--- config.mk ---
export PLATFORM = sky130hd
export DESIGN_NAME = fetch_stage
export DESIGN_NICKNAME = d
export VERILOG_FILES = /design/src/rtl/fetch_pkg.sv /design/src/rtl/fetch_fifo.sv /design/src/rtl/fetch_stage.sv
export SDC_FILE = /design/constraint.sdc
export NUM_CORES = 1
export LEC_CHECK = 0
export ABC_AREA = 1
export BUFFER_PORTS_ARGS = -buffer_cell sky130_fd_sc_hd__clkbuf_2
export CELL_PAD_IN_SITES_DETAIL_PLACEMENT = 0
export CELL_PAD_IN_SITES_GLOBAL_PLACEMENT = 1
export CORE_MARGIN = 5
export CORE_UTILIZATION = 42
export CTS_BUF_LIST = sky130_fd_sc_hd__clkbuf_2 sky130_fd_sc_hd__clkbuf_4 sky130_fd_sc_hd__clkbuf_8
export CTS_CLUSTER_SIZE = 20
export DETAILED_ROUTE_END_ITERATION = 7
export PLACE_DENSITY_LB_ADDON = 0.1
export SLEW_MARGIN = 20
export SYNTH_ARGS = -nofsm -noshare
export SYNTH_HDL_FRONTEND = slang
export SYNTH_SLANG_ARGS = --single-unit
--- constraint.sdc ---
create_clock -name clk -period 9.5 [get_ports clk]
set_input_delay 0.95 -clock clk [delete_from_list [all_inputs] [get_ports clk]]
set_output_delay 0.95 -clock clk [all_outputs]
set_load 0.1 [all_outputs]
--- src/rtl/fetch_pkg.sv ---
// Shared types and constants for the instruction-fetch stage.
package fetch_pkg;

  typedef struct packed {
    logic [31:0] instr;
    logic [31:0] pc;
  } fetch_entry_t;

  localparam logic [31:0] PC_STEP        = 32'd4;
  localparam logic [31:0] PC_READ_OFFSET = 32'd8;

  function automatic logic [31:0] sat_add32(input logic [31:0] a, input logic [31:0] b);
    logic [32:0] s;
    s = {1'b0, a} + {1'b0, b};
    return s[32] ? '1 : s[31:0];
  endfunction

endpackage

--- src/rtl/fetch_fifo.sv ---
// Small circular FIFO of fetched {instr, pc} entries with synchronous flush.
// When empty, the read port keeps presenting the last head value.
module fetch_fifo
  import fetch_pkg::*;
#(
  parameter  int unsigned DEPTH = 2,
  localparam int unsigned AW    = (DEPTH > 1) ? $clog2(DEPTH) : 1,
  localparam int unsigned CW    = AW + 1
) (
  input  logic               clk,
  input  logic               reset,
  input  logic               push,
  input  logic               pop,
  input  logic               flush,
  input  fetch_entry_t       wdata,
  output fetch_entry_t       rdata,
  output logic [CW-1:0]      count,
  output logic               full,
  output logic               empty
);

  fetch_entry_t     r_mem [DEPTH];
  fetch_entry_t     r_last;
  logic [AW-1:0]    r_wr;
  logic [AW-1:0]    r_rd;
  logic [CW-1:0]    r_count;
  logic             w_push;
  logic             w_pop;

  assign empty  = (r_count == '0);
  assign full   = (r_count == CW'(DEPTH));
  assign count  = r_count;
  assign w_push = push & ~flush;
  assign w_pop  = pop & ~flush & ~empty;
  assign rdata  = empty ? r_last : r_mem[r_rd];

  always_ff @(posedge clk or posedge reset) begin
    if (reset) begin
      for (int unsigned i = 0; i < DEPTH; i++) r_mem[i] <= '0;
      r_last  <= '0;
      r_wr    <= '0;
      r_rd    <= '0;
      r_count <= '0;
    end else begin
      if (!empty) r_last <= r_mem[r_rd];
      if (flush) begin
        r_wr    <= '0;
        r_rd    <= '0;
        r_count <= '0;
      end else begin
        if (w_push) begin
          r_mem[r_wr] <= wdata;
          r_wr        <= r_wr + AW'(1);
        end
        if (w_pop) r_rd <= r_rd + AW'(1);
        if (w_push && !w_pop)      r_count <= r_count + CW'(1);
        else if (!w_push && w_pop) r_count <= r_count - CW'(1);
      end
    end
  end

endmodule

--- src/rtl/fetch_stage.sv ---
// Instruction-fetch stage: PC register, imem addressing, redirect handling and decode-side FIFO.
// Optional FETCH_PERF_EN adds saturating perf_fetched / perf_flushed counters.
module fetch_stage
  import fetch_pkg::*;
#(
  parameter int unsigned DEPTH      = 2,
  parameter int unsigned IMEM_WORDS = 64,
  parameter logic [31:0] RESET_PC   = '0
) (
  input  logic        clk,
  input  logic        reset,
  input  logic        fetch_en,
  output logic [31:0] imem_addr,
  input  logic [31:0] imem_rd,
  input  logic        redirect_valid,
  input  logic [31:0] redirect_target,
  output logic        if_valid,
  input  logic        if_ready,
  output logic [31:0] if_instr,
  output logic [31:0] if_pc,
  output logic [31:0] if_pc_plus8
`ifdef FETCH_PERF_EN
  ,
  output logic [31:0] perf_fetched,
  output logic [31:0] perf_flushed
`endif
);

  localparam int unsigned AW         = (DEPTH > 1) ? $clog2(DEPTH) : 1;
  localparam int unsigned CW         = AW + 1;
  localparam logic [31:0] PC_LIMIT   = 32'(IMEM_WORDS * 4);
  localparam logic [31:0] RESET_PC_W = (RESET_PC & ~32'd3) % PC_LIMIT;

  logic [31:0]   r_pc;
  logic          r_has_head;
  logic [31:0]   w_pc_inc;
  logic [31:0]   w_pc_seq;
  logic [31:0]   w_target;
  logic          w_push;
  logic          w_pop;
  logic          w_full;
  logic          w_empty;
  logic [CW-1:0] w_count;
  fetch_entry_t  w_wdata;
  fetch_entry_t  w_head;

  // r_pc is always kept below PC_LIMIT, so one step can only reach the limit exactly.
  assign w_pc_inc = r_pc + PC_STEP;
  assign w_pc_seq = (w_pc_inc >= PC_LIMIT) ? '0 : w_pc_inc;
  assign w_target = (redirect_target & ~32'd3) % PC_LIMIT;

  assign imem_addr     = r_pc;
  assign if_valid      = (w_count != '0);
  assign w_pop         = if_valid & if_ready;
  assign w_push        = fetch_en & ~redirect_valid & (~w_full | w_pop);
  assign w_wdata.instr = imem_rd;
  assign w_wdata.pc    = r_pc;

  assign if_instr    = w_head.instr;
  assign if_pc       = w_head.pc;
  assign if_pc_plus8 = (r_has_head | if_valid) ? (w_head.pc + PC_READ_OFFSET) : '0;

  fetch_fifo #(.DEPTH(DEPTH)) u_fifo (
    .clk   (clk),
    .reset (reset),
    .push  (w_push),
    .pop   (w_pop),
    .flush (redirect_valid),
    .wdata (w_wdata),
    .rdata (w_head),
    .count (w_count),
    .full  (w_full),
    .empty (w_empty)
  );

  always_ff @(posedge clk or posedge reset) begin
    if (reset) begin
      r_pc       <= RESET_PC_W;
      r_has_head <= 1'b0;
    end else begin
      r_has_head <= r_has_head | ~w_empty;
      if (redirect_valid)  r_pc <= w_target;
      else if (w_push)     r_pc <= w_pc_seq;
    end
  end

`ifdef FETCH_PERF_EN
  logic [31:0] r_perf_fetched;
  logic [31:0] r_perf_flushed;

  assign perf_fetched = r_perf_fetched;
  assign perf_flushed = r_perf_flushed;

  // A squashed pop counts on top of the queued entries.
  always_ff @(posedge clk or posedge reset) begin
    if (reset) begin
      r_perf_fetched <= '0;
      r_perf_flushed <= '0;
    end else begin
      if (w_push) r_perf_fetched <= sat_add32(r_perf_fetched, 32'd1);
      if (redirect_valid)
        r_perf_flushed <= sat_add32(r_perf_flushed, 32'(w_count) + 32'(w_pop));
    end
  end
`endif

endmodule

Word level (Yosys, flattened, before mapping)
Cells that the tools add are included.
- latch bits: 0
- logic and storage cells: 66
- output and inout port bits: 129
- bits in writable memories: 0
- bits of input ports: 69
- ROM bits: 0
- memories kept: 0
- register bits after elaboration: 229
- mux-type cells: 18
- $mul: 0
- bitwise gates (word level): 14
- shift operators: 0
- equal/unequal tests: 1
- reduce and logical (&&, ||, !) cells: 12
- $lt $le $gt $ge: 4
- $add $sub $neg: 6
- div/mod/pow operators: 0
- operators by type and width (operator ; number):
    $mux 64 ; 5
    $bwmux 128 ; 1
    $mux 32 ; 4
    $demux 64 s1 ; 1
    $add 32x3->32 const B ; 1
    $add 32x4->32 const B ; 1
    $ge 32x9->1 const B ; 1
    $reduce_bool 2->1 ; 4
    $and 1x1->1 ; 6
    $mux 2 ; 3
    $ge 2x2->1 const B ; 2
    $mux 1 ; 4
    $not 1->2 ; 2
    $logic_and 1x1->1 ; 3
    $not 1->1 ; 3
    $or 1x1->1 ; 3
    $reduce_bool 3->1 ; 1
    $add 1x1->1 const B ; 2
    $add 2x1->2 const B ; 1
    $eq 2x2->1 const B ; 1
    $logic_not 1->1 ; 2
    $logic_not 2->1 ; 1
    $lt 2x1->1 const B ; 1
    $reduce_and 2->1 ; 1
    $sub 2x1->2 const B ; 1

Logic depth before layout (Yosys ltp)
Gate-level depths: netlist (run 1).
- word-level depth: 10
- gate-level depth with buffers: 17

Hierarchy
Synthesis (run 1) repeated with hierarchy kept, for this count alone.
- cells, all modules: 1357
- area total of the unflattened synthesis: 11204.5 um^2
- by module, submodules not included (module ; area each (um^2) ; instances ; cells an instance):
    fetch_fifo ; 8260.4 ; 1 ; 864
    fetch_stage ; 2944.1 ; 1 ; 493

Least setup slack after synthesis (run 1)
No wires, ideal clock.
- path kind: flip-flop to output port
- from: reg u_fifo.r_count[0], in the netlist u_fifo.count[0]
- to: out if_pc_plus8[21]
- arrival time: 4.880 ns
- cell stages (with the launch flop): 11
- path slack: 3.670 ns
- buffers on the path: 2
- cell sequence: dfrtp_1 > inv_2 > nand2_4 > buf_6 > buf_6 > o21ai_0 > nand4_1 > nor2_1 > nand3_1 > xor2_1 > nor2_1
- longest elaborated chain between the ends: 4
- RTL lines (element ; RTL line ; source):
    start: declaration ; fetch_fifo.sv:26 ; logic [CW-1:0] r_count;
    start signal: assignment ; fetch_fifo.sv:56 ; if (w_push && !w_pop) r_count <= r_count + CW'(1);
    start signal: assignment ; fetch_fifo.sv:57 ; else if (!w_push && w_pop) r_count <= r_count - CW'(1);
    $logic_not 2->1 ; fetch_fifo.sv:30 ; assign empty = (r_count == '0);
    $mux 64 ; fetch_fifo.sv:35 ; assign rdata = empty ? r_last : r_mem[r_rd];
    net if_pc[6] ; fetch_stage.sv:20 ; output logic [31:0] if_pc,
    $add 32x4->32 ; fetch_stage.sv:61 ; assign if_pc_plus8 = (r_has_head | if_valid) ? (w_head.pc + PC_READ_OFFSET) : '0;
    $mux 32 ; fetch_stage.sv:61 ;
    end: declaration ; fetch_stage.sv:21 ; output logic [31:0] if_pc_plus8
The timed path passes the listed nets, and every way through them passes these cells.

Worst setup path in the final report (run 1)
- from: reg u_fifo.r_count[1], in the netlist u_fifo.count[1]
- to: out if_pc_plus8[25]
- longest elaborated chain between the ends: 4
- RTL lines (element ; RTL line):
    $logic_not 2->1 ; fetch_fifo.sv:30
    $mux 64 ; fetch_fifo.sv:35
    $add 32x4->32 ; fetch_stage.sv:61
    $mux 32 (*) ; fetch_stage.sv:61
Every way passes the cells marked *; elsewhere a longest branch is shown, timed or not.

==> results_dict.tcl, run 1 <==
set metrics [dict create \
    critPathLaunch "u_fifo.count[1]" \
    num_antenna_cells 0 \
    synthCells 1419 \
    seq_area_frac_synth_pct 50.5 \
    avgSynthCellArea_um2 7.79 \
    wl_per_cell_um 15.3 \
    postCtsSetupBuffers 0 \
    drc 0 \
    drt-total-wl_um 29600 \
    layout-drive-gt1-share_pct 20.8 \
    via_count 9316 \
    h-tree-depth 2 \
    hp-start "u_fifo.r_mem[95]" \
    worstReg2RegStart "u_fifo.count[0]" \
    layout.nets 1647 \
    crit_path_start_kind "flop" \
    synth_area_um2 11100 \
    max_cap_viol_count 0 \
    synth_top_area_share_pct 50.5 \
    ant_nets 0 \
    grt_pass1_wl_um 48800 \
    grt_use_total_pct 20.4 \
    worstSetupPathType "flop to output port" \
    synthTopCellsByArea "dfrtp_1, nand2_1, o21ai_0, nor2_1, inv_1" \
    cp_data_required_time_ns 8.55 \
    ys_seq_elements 223 \
    cts_tree "built" \
    clock_sinks 223 \
    finalSetupViolCount 0 \
    postCtsResizedCells 0 \
    antenna_found_initial 1 \
    dr_wl_met2_um 14200 \
    final_cell_mix "nand2_1, dfrtp_1, nor2_1" \
    status "completed" \
    p_per_area_nw_per_um2 323 \
    coreArea_um2 26000 \
    cp_max_fo 76 \
    final_common_cell "nand2_1" \
    chipWidth_um 172 \
    p_leak_nw 6.35 \
    drv_slew 0 \
    grt_max_degree 125 \
    top_layer "met5" \
    ctsLongestPathBuffers 3 \
    overflow 0 \
    fin_crit_ns 5.34 \
    cts_buffers 40 \
    fmax_mhz 187 \
    setup_ws_ns 4.16 \
    critPathSlowestCell "buf_4" \
    hold_path.class "flop to flop" \
    clock_skew_ns 0.0260 \
    path_cells "inv_2 > nand2_4 > buf_4 > nor2_1 > a31oi_4 > ha_1 > nand2_2 > nor2_4 > nand2_2 > nor2_4 > nand3_1 > xor2_1 > nor2_1 > clkbuf_2" \
    cts_root_buf "clkbuf_8" \
    place_ws_ns 4.70 \
    ys_types 41 \
    dieArea_um2 29700 \
    cts.hold.buffers_added 0 \
    post_dp_cell_area_um2 12000 \
    clk_latency_ns 0.53 \
    drtPass1Iterations 5 \
    via_per_inst 4.81 \
    finalHoldViolations 0 \
    yosys_warnings 0 \
    tightest_slew_ns 0.949 \
    end_kind "output port" \
    power_mw 4.14 \
    rsz0062_at_grt "false" \
    finalInstanceArea_um2 12800 \
    wl_met3_um 1520 \
    syn_to_final_growth_pct 16.0 \
    slew_headroom_pct 36.7 \
    period_share_pct 56.2 \
    pin_count 198 \
    drt_iter0_drc 711 \
    rows 59 \
    yosysTopAreaCell "dfrtp_1" \
    path_clk_slew_ns 0.06 \
    cpPeakStageDelay_ns 0.81 \
    dp_hpwl_um 20000 \
    grt_pass1_vias 9345 \
    io_buffers 169 \
    final_util_pct 49.4 \
    initial_utilization_pct 42.6 \
    chipHeight_um 172 \
    gp_congestion 0.896 \
    critPathArrivalTime_ns 4.39 \
    tns_ns 0 \
    wl_met1_um 13200 \
    max-vdd-ir-drop_v 0.000286 \
]
-- per-layer routing --
layer / global-route usage [%] / vias up
li1: - / 4770
met1: 26.8 / 4290
met2: 34.6 / 203
met3: 3.75 / 51
met4: 6.25 / 2
met5: 0 / -
-- synthesized netlist by cell type, drive strengths merged --
library cell,instances
ha,2
or2,3
and2,1
xor2,12
nor3,14
o22ai,1
nand4,11
nor4,1
a31oi,1
nand2,415
o211ai,3
nor2,210
nand3,40
a21oi,94
inv,154
clkinv,1
clkbuf,25
buf,37
nand3b,3
o21ai,167
conb,1
dfrtp,223
-- final timing paths --
| kind | slack (ns) | cells after the start | to |
|---|---|---|---|
| max in group asynchronous | 7.58 | 3 | u_fifo.r_mem[27] |
| hold / removal | 0.48 | 2 | u_fifo.r_mem[95] |
| setup / recovery | 4.16 | 14 | if_pc_plus8[25] |
| min in group asynchronous | 0.51 | 2 | u_fifo.r_mem[54] |
| hold reg to reg | 0.48 | 2 | u_fifo.r_mem[95] |
| setup reg to reg | 6.88 | 5 | r_has_head |
-- layout make-up --
type | instances | area [um^2]
clock buffer | 59 | 724
tap | 335 | 419
sequential | 223 | 5580
inverter | 155 | 594
clock inverter | 7 | 65.1
timing repair buffer | 176 | 906
multi-input combinational | 980 | 4540
fill | 2695 | 13200
-- stage by stage --
| step | hold WS [ns] | instances |
|---|---|---|
| CTS | 0.487 | 1935 |
| finish | 0.480 | 1935 |
| detailed placement | 0.473 | 1869 |
| floorplan | 0.445 | 1420 |
| global placement | 0.462 | 1869 |
| global route | 0.498 | 1935 |
-- state kept, by name, summed over array words and instances, names as in the netlist --
signal         cells
imem_addr         30
r_has_head         1
u_fifo.count       2
u_fifo.r_last     64
u_fifo.r_mem     124
u_fifo.r_rd        1
u_fifo.r_wr        1
-- kinds of logic after synthesis --
logic type	share of synthesized area, %
fa+ha+maj	0.226
compound gates	13.4
xor+xnor	0.950
other cells	0.0339
simple gates	26.3
buf+inv	8.69
flops	50.5
-- power by group --
group          internal [mW]  switching, mW
combinational          0.291           1.69
clock                  0.512          0.385
sequential              1.17         0.0916
total                   1.98           2.16
-- critical path: cells and delay by family, from the launching register on --
kind / cells / cell delay (ns)
XOR/XNOR: 1 / 0.17
AND/OR/NAND/NOR: 8 / 1.27
AO/OA/AOI/OAI: 1 / 0.31
buffers and inverters: 3 / 1.35
flip-flops: 1 / 0.39
adder cells (fa/ha/maj): 1 / 0.31
No activity file was read; power rests on OpenSTA's default activity.
==> inputs of run 2 (changes only) <==
--- a/config.mk
+++ b/config.mk
@@ -10,7 +10,7 @@
 export CELL_PAD_IN_SITES_DETAIL_PLACEMENT = 0
 export CELL_PAD_IN_SITES_GLOBAL_PLACEMENT = 1
 export CORE_MARGIN = 5
-export CORE_UTILIZATION = 42
+export CORE_UTILIZATION = 38
 export CTS_BUF_LIST = sky130_fd_sc_hd__clkbuf_2 sky130_fd_sc_hd__clkbuf_4 sky130_fd_sc_hd__clkbuf_8
 export CTS_CLUSTER_SIZE = 20
 export DETAILED_ROUTE_END_ITERATION = 7
==> constraint.sdc (replaced) <==
create_clock -name clk -period 4.85 [get_ports clk]
set_input_delay 0.485 -clock clk [delete_from_list [all_inputs] [get_ports clk]]
set_output_delay 0.485 -clock clk [all_outputs]
set_load 0.1 [all_outputs]
==> run 2 against run 1 <==
Compared with the run above: setup slack worse by 3.3 ns; sequential share of layout area is 0.80 points lower; clock skew is 0.0059 ns lower; largest power group unchanged.
==> results_dict.tcl, run 2 (synthesis gave the netlist of run 1 again) <==
set metrics [dict create \
    drc 0 \
    rows 62 \
    period_share_pct 82.3 \
    cts.hold.buffers_added 0 \
    overflow 0 \
    postCtsSetupBuffers 0 \
    initial_utilization_pct 38.5 \
    postCtsResizedCells 0 \
    num_antenna_cells 0 \
    slew_headroom_pct 38.9 \
    grt_max_degree 180 \
    status "completed" \
    hold_path.class "primary input to async pin" \
    cp_max_fo 77 \
    grt_pass1_wl_um 50300 \
    pin_count 198 \
    critPathArrivalTime_ns 3.51 \
    rsz0062_at_grt "false" \
    clock_sinks 223 \
    end_kind "output port" \
    antenna_found_initial 0 \
    chipWidth_um 181 \
    tightest_slew_ns 0.916 \
    p_per_area_nw_per_um2 629 \
    layout-drive-gt1-share_pct 21.2 \
    finalSetupViolCount 0 \
    clock_skew_ns 0.0201 \
    via_count 9475 \
    power_mw 8.22 \
    ctsLongestPathBuffers 3 \
    cts_buffers 41 \
    via_per_inst 4.76 \
    drt-total-wl_um 30700 \
    cts_tree "built" \
    path_clk_slew_ns 0.05 \
    cp_data_required_time_ns 4.37 \
    clk_latency_ns 0.53 \
    grt_pass1_vias 9457 \
    final_util_pct 45.5 \
    critPathMostFrequentCell "nand2_1" \
    final_common_cell "nand2_1" \
    cpPeakStageDelay_ns 0.46 \
    final_cell_mix "nand2_1, dfrtp_1, nor2_1" \
    p_leak_nw 6.41 \
    tns_ns 0 \
    dp_hpwl_um 21000 \
    layout.nets 1651 \
    max_cap_viol_count 0 \
    io_buffers 169 \
    syn_to_final_growth_pct 18.2 \
    drt_iter0_drc 606 \
    path_cells "inv_2 > nand2_4 > buf_12 > nand2_1 > o21ai_2 > nand2_1 > inv_1 > nand2_1 > nor2_4 > nand2_2 > o21ai_1 > nand2_1 > nor2_1 > clkbuf_2" \
    wl_per_cell_um 15.4 \
    worstSetupPathType "flop to output port" \
    top_register "u_fifo.r_mem" \
    h-tree-depth 2 \
    gp_congestion 0.874 \
    nFillCells 3026 \
    fin_crit_ns 3.99 \
    ant_nets 0 \
    critPathSlowestCell "clkbuf_2" \
    finalHoldViolations 0 \
    max-vdd-ir-drop_v 0.000725 \
    fmax_mhz 250 \
    cts_root_buf "clkbuf_8" \
    chipHeight_um 181 \
    crit_path_start_kind "flop" \
    dieArea_um2 32600 \
    largest_register_ff_count 124 \
    drv_slew 0 \
    coreArea_um2 28700 \
    grt_use_total_pct 18.7 \
    drtPass1Iterations 7 \
]
==> run 2: metal layers <==
metal,share of wire (%),up-vias,track usage [%]
li1,-,4788,-
met1,45,4423,24.6
met2,48,215,32.1
met3,4.8,49,3.55
met4,2.1,0,4.72
met5,0,-,0
==> run 2: layout make-up <==
| class | instances | area [um^2] | area share [%] |
|---|---|---|---|
| Multi-Input combinational cell | 980 | 4550 | 34.8 |
| Inverter | 155 | 591 | 4.52 |
| Clock buffer | 65 | 788 | 6.03 |
| Tap cell | 384 | 480 | 3.68 |
| Timing Repair Buffer | 179 | 1060 | 8.10 |
| Sequential cell | 223 | 5580 | 42.7 |
| Clock inverter | 4 | 25.0 | 0.191 |
==> run 2: worst max-delay path: cells and delay by family (launching register included) <==
family                 cells  cell delay (ns)
AO/OA/AOI/OAI              2             0.29
buffers and inverters      4             1.06
flip-flops                 1             0.38
AND/OR/NAND/NOR            8             1.22
==> run 2: path summary, 6_finish.rpt <==
check	slack (ns)	depth (start not counted)	from	to
worst max-delay path	0.86	14	u_fifo.count[1]	if_pc_plus8[20]
worst min-delay path	0.07	3	reset	u_fifo.r_last[54]
worst max register to register	2.18	9	u_fifo.count[1]	u_fifo.count[1]
worst min register to register	0.48	2	u_fifo.r_mem[126]	u_fifo.r_mem[126]
max in group asynchronous	3.88	4	reset	u_fifo.r_mem[92]
min in group clk	0.21	3	imem_rd[11]	u_fifo.r_mem[43]
==> run 2: through the flow <==
step,instances,hold slack [ns],cell area (um^2),setup slack [ns]
detailed placement,1920,0.467,12200,1.38
global route,1990,0.107,13100,0.466
floorplan,1420,0.445,11100,0.319
finish,1990,0.0668,13100,0.858
CTS,1989,0.134,13000,0.797
global placement,1920,0.464,12200,1.42
==> run 2: report_power, final <==
| part | switching, mW | internal, mW | leakage [nW] |
|---|---|---|---|
| registers | 0.183 | 2.30 | 2.89 |
| logic | 3.32 | 0.630 | 3.09 |
| clock network | 0.771 | 1.02 | 0.431 |
==> inputs of run 3 (changes only) <==
==> constraint.sdc (replaced) <==
create_clock -name clk -period 3.5 [get_ports clk]
set_input_delay 0.35 -clock clk [delete_from_list [all_inputs] [get_ports clk]]
set_output_delay 0.35 -clock clk [all_outputs]
set_load 0.1 [all_outputs]
==> run 3 against run 2 <==
Compared with the run above: sequential power grew 39%; non-clock buffer count up 14; sequential share of layout area shrank 3.8 points; wire length rose by 0.67%; power increased by 55%; global-route usage grew 0.33 points; clock skew is 0.012 ns higher; final area is 9.8% higher; clock power up 39%; setup slack lost 0.65 ns; clock-buffer cell count is 1 lower.
==> results_dict.tcl, run 3 (synthesis gave the netlist of run 1 again) <==
set metrics [dict create \
    cp_max_fo 23 \
    critPathLaunch "u_fifo.count[0]" \
    fmax_mhz 304 \
    placed_cells 1931 \
    setup_ws_ns 0.211 \
    via_per_inst 4.74 \
    end_kind "output port" \
    rsz0062_at_grt "true" \
    clock_skew_ns 0.0317 \
    path_cells "inv_2 > nand2_8 > nor2_1 > a21oi_2 > clkinvlp_4 > ha_4 > nand2_2 > nor2_4 > nand2_2 > nor2_4 > nand3_1 > xor2_1 > nor2_4 > buf_12" \
    p_leak_nw 6.78 \
    cts_buffers 41 \
    pin_count 198 \
    tns_ns 0 \
    wl_per_cell_um 15.4 \
    worstSetupPathType "flop to output port" \
    layout.nets 1666 \
    largest_register_ff_count 124 \
    rr_worst_depth 13 \
    gp_congestion 0.901 \
    instances_no_fill 2004 \
    tightest_slew_ns 0.676 \
    multiInputGateArea_um2 4790 \
    critPathBufInv 3 \
    cpPeakStageDelay_ns 0.38 \
    worst_hold_path.endpoint "u_fifo.r_mem[43]" \
    drv_slew 0 \
    cp_top_family "simple AND/OR/NAND/NOR gates" \
    max-vdd-ir-drop_v 0.000987 \
    worstReg2RegStart "imem_addr[2]" \
    num_antenna_cells 0 \
    p_sw_mw 6.19 \
    chipHeight_um 181 \
    ff2ff_setup_slack_ns 1.21 \
    holdPathStages 3 \
    swShare_pct 48.5 \
    status "completed" \
    cp_data_required_time_ns 3.15 \
    hp-start "imem_rd[11]" \
    chipWidth_um 181 \
    grt_use_total_pct 19.1 \
    finalSetupViolCount 0 \
    final_cell_mix "nand2_1, dfrtp_1, nor2_1" \
    pwr-share-comb_pct 53.7 \
    coreArea_um2 28700 \
    power_mw 12.8 \
    fin_crit_ns 3.29 \
    slew_headroom_pct 54.9 \
    ant_nets 0 \
    intPower_mw 6.58 \
    clk_latency_ns 0.54 \
    nFillCells 2923 \
    critPathArrivalTime_ns 2.94 \
    path_clk_slew_ns 0.06 \
    power_frac_seq_pct 26.9 \
    final_util_pct 50.0 \
    final_common_cell "nand2_1" \
    period_share_pct 94.0 \
    drt-total-wl_um 30900 \
    syn_to_final_growth_pct 29.8 \
    drt_iter0_drc 534 \
    h-tree-depth 2 \
    via_count 9494 \
    place_ws_ns 0.640 \
    p_per_area_nw_per_um2 889 \
    cts_tree "built" \
    initial_utilization_pct 38.5 \
    rows 62 \
    dieArea_um2 32600 \
    ctsLongestPathBuffers 3 \
    layout-drive-gt1-share_pct 24.2 \
    clock_sinks 223 \
    drc 0 \
    overflow 0 \
    grt_pass1_wl_um 51100 \
    finalHoldViolations 0 \
    antenna_found_initial 0 \
    seq_area_um2 5580 \
    critPathMostFrequentCell "nor2_4" \
    hold_path.class "primary input to flop" \
    crit_path_start_kind "flop" \
    dp_hpwl_um 21600 \
    clock_power_share_pct 19.4 \
    max_cap_viol_count 0 \
    top_register "u_fifo.r_mem" \
    critPathSlowestCell "dfrtp_1" \
    cts_root_buf "clkbuf_8" \
    grt_max_degree 105 \
    reg2reg_to "imem_addr[7]" \
    drtPass1Iterations 5 \
    grt_pass1_vias 9519 \
    io_buffers 169 \
]
-- run 3: cell count changes in the layout (fill, tap and decap cells not counted), moves of 7 or more --
| cell | change |
|---|---|
| buf_12 | +61 |
| clkbuf_2 | -57 |
| nor2_2 | +15 |
| a21oi_2 | +11 |
| buf_4 | +7 |
| o21ai_4 | +7 |
| nor2_1 | -21 |
| a21oi_1 | -13 |
-- run 3: final cells by class --
type | count | share of cell area, %
Tap cell | 384 | 3.35
Inverter | 155 | 4.19
Timing Repair inverter | 1 | 0.0610
Sequential cell | 223 | 38.9
Clock buffer | 64 | 5.53
Clock inverter | 4 | 0.166
Timing Repair Buffer | 193 | 14.5
Multi-Input combinational cell | 980 | 33.3
-- run 3: timing repair --
action | in CTS | in global routing
setup endpoints to repair | 0 | 15
hold endpoints to repair | 20 | 0
buffers inserted | 0 | 3
gates resized for setup | 0 | 15
hold buffers | 1 | 0
-- run 3: worst max path at each step --
stage	endpoint	slack, ns	cells after the start
after floorplan	if_pc_plus8[21]	-0.90	10
after global placement	if_pc_plus8[25]	0.66	13
after detailed placement	if_pc_plus8[25]	0.64	12
after CTS	if_pc_plus8[25]	0.04	12
after global routing	if_pc_plus8[30]	-0.03	18
final	if_pc_plus8[25]	0.21	14
-- run 3: worst min-delay path, delay by kind of cell --
kind	cells	cell delay, ns
AOI/OAI and AO/OA	1	0.07
buffers and inverters	2	0.13
-- run 3: layer usage --
layer / global-route usage, % / share of wire [%] / vias up / routed length [um]
met5: 0 / 0 / - / 0
met4: 4.75 / 1.7 / 0 / 535
met3: 3.77 / 4.4 / 42 / 1360
met2: 32.5 / 50 / 192 / 15300
met1: 25.0 / 44 / 4449 / 13700
li1: - / - / 4811 / -
-- run 3: power groups by stage --
stage / clock network [mW] / registers (mW) / logic (mW)
floorplan: 0 / 3.51 / 4.72
global placement: 0 / 3.46 / 6.84
detailed placement: 0 / 3.48 / 6.86
CTS: 2.57 / 3.44 / 6.88
global route: 2.70 / 3.50 / 7.23
finish: 2.48 / 3.44 / 6.85
-- run 3: per-stage QoR --
step	hold WS (ns)	area, um^2
floorplan	0.445	11300
global placement	0.442	13400
detailed placement	0.454	13400
CTS	0.0319	14200
global route	0.0533	14400
finish	0.0647	14400
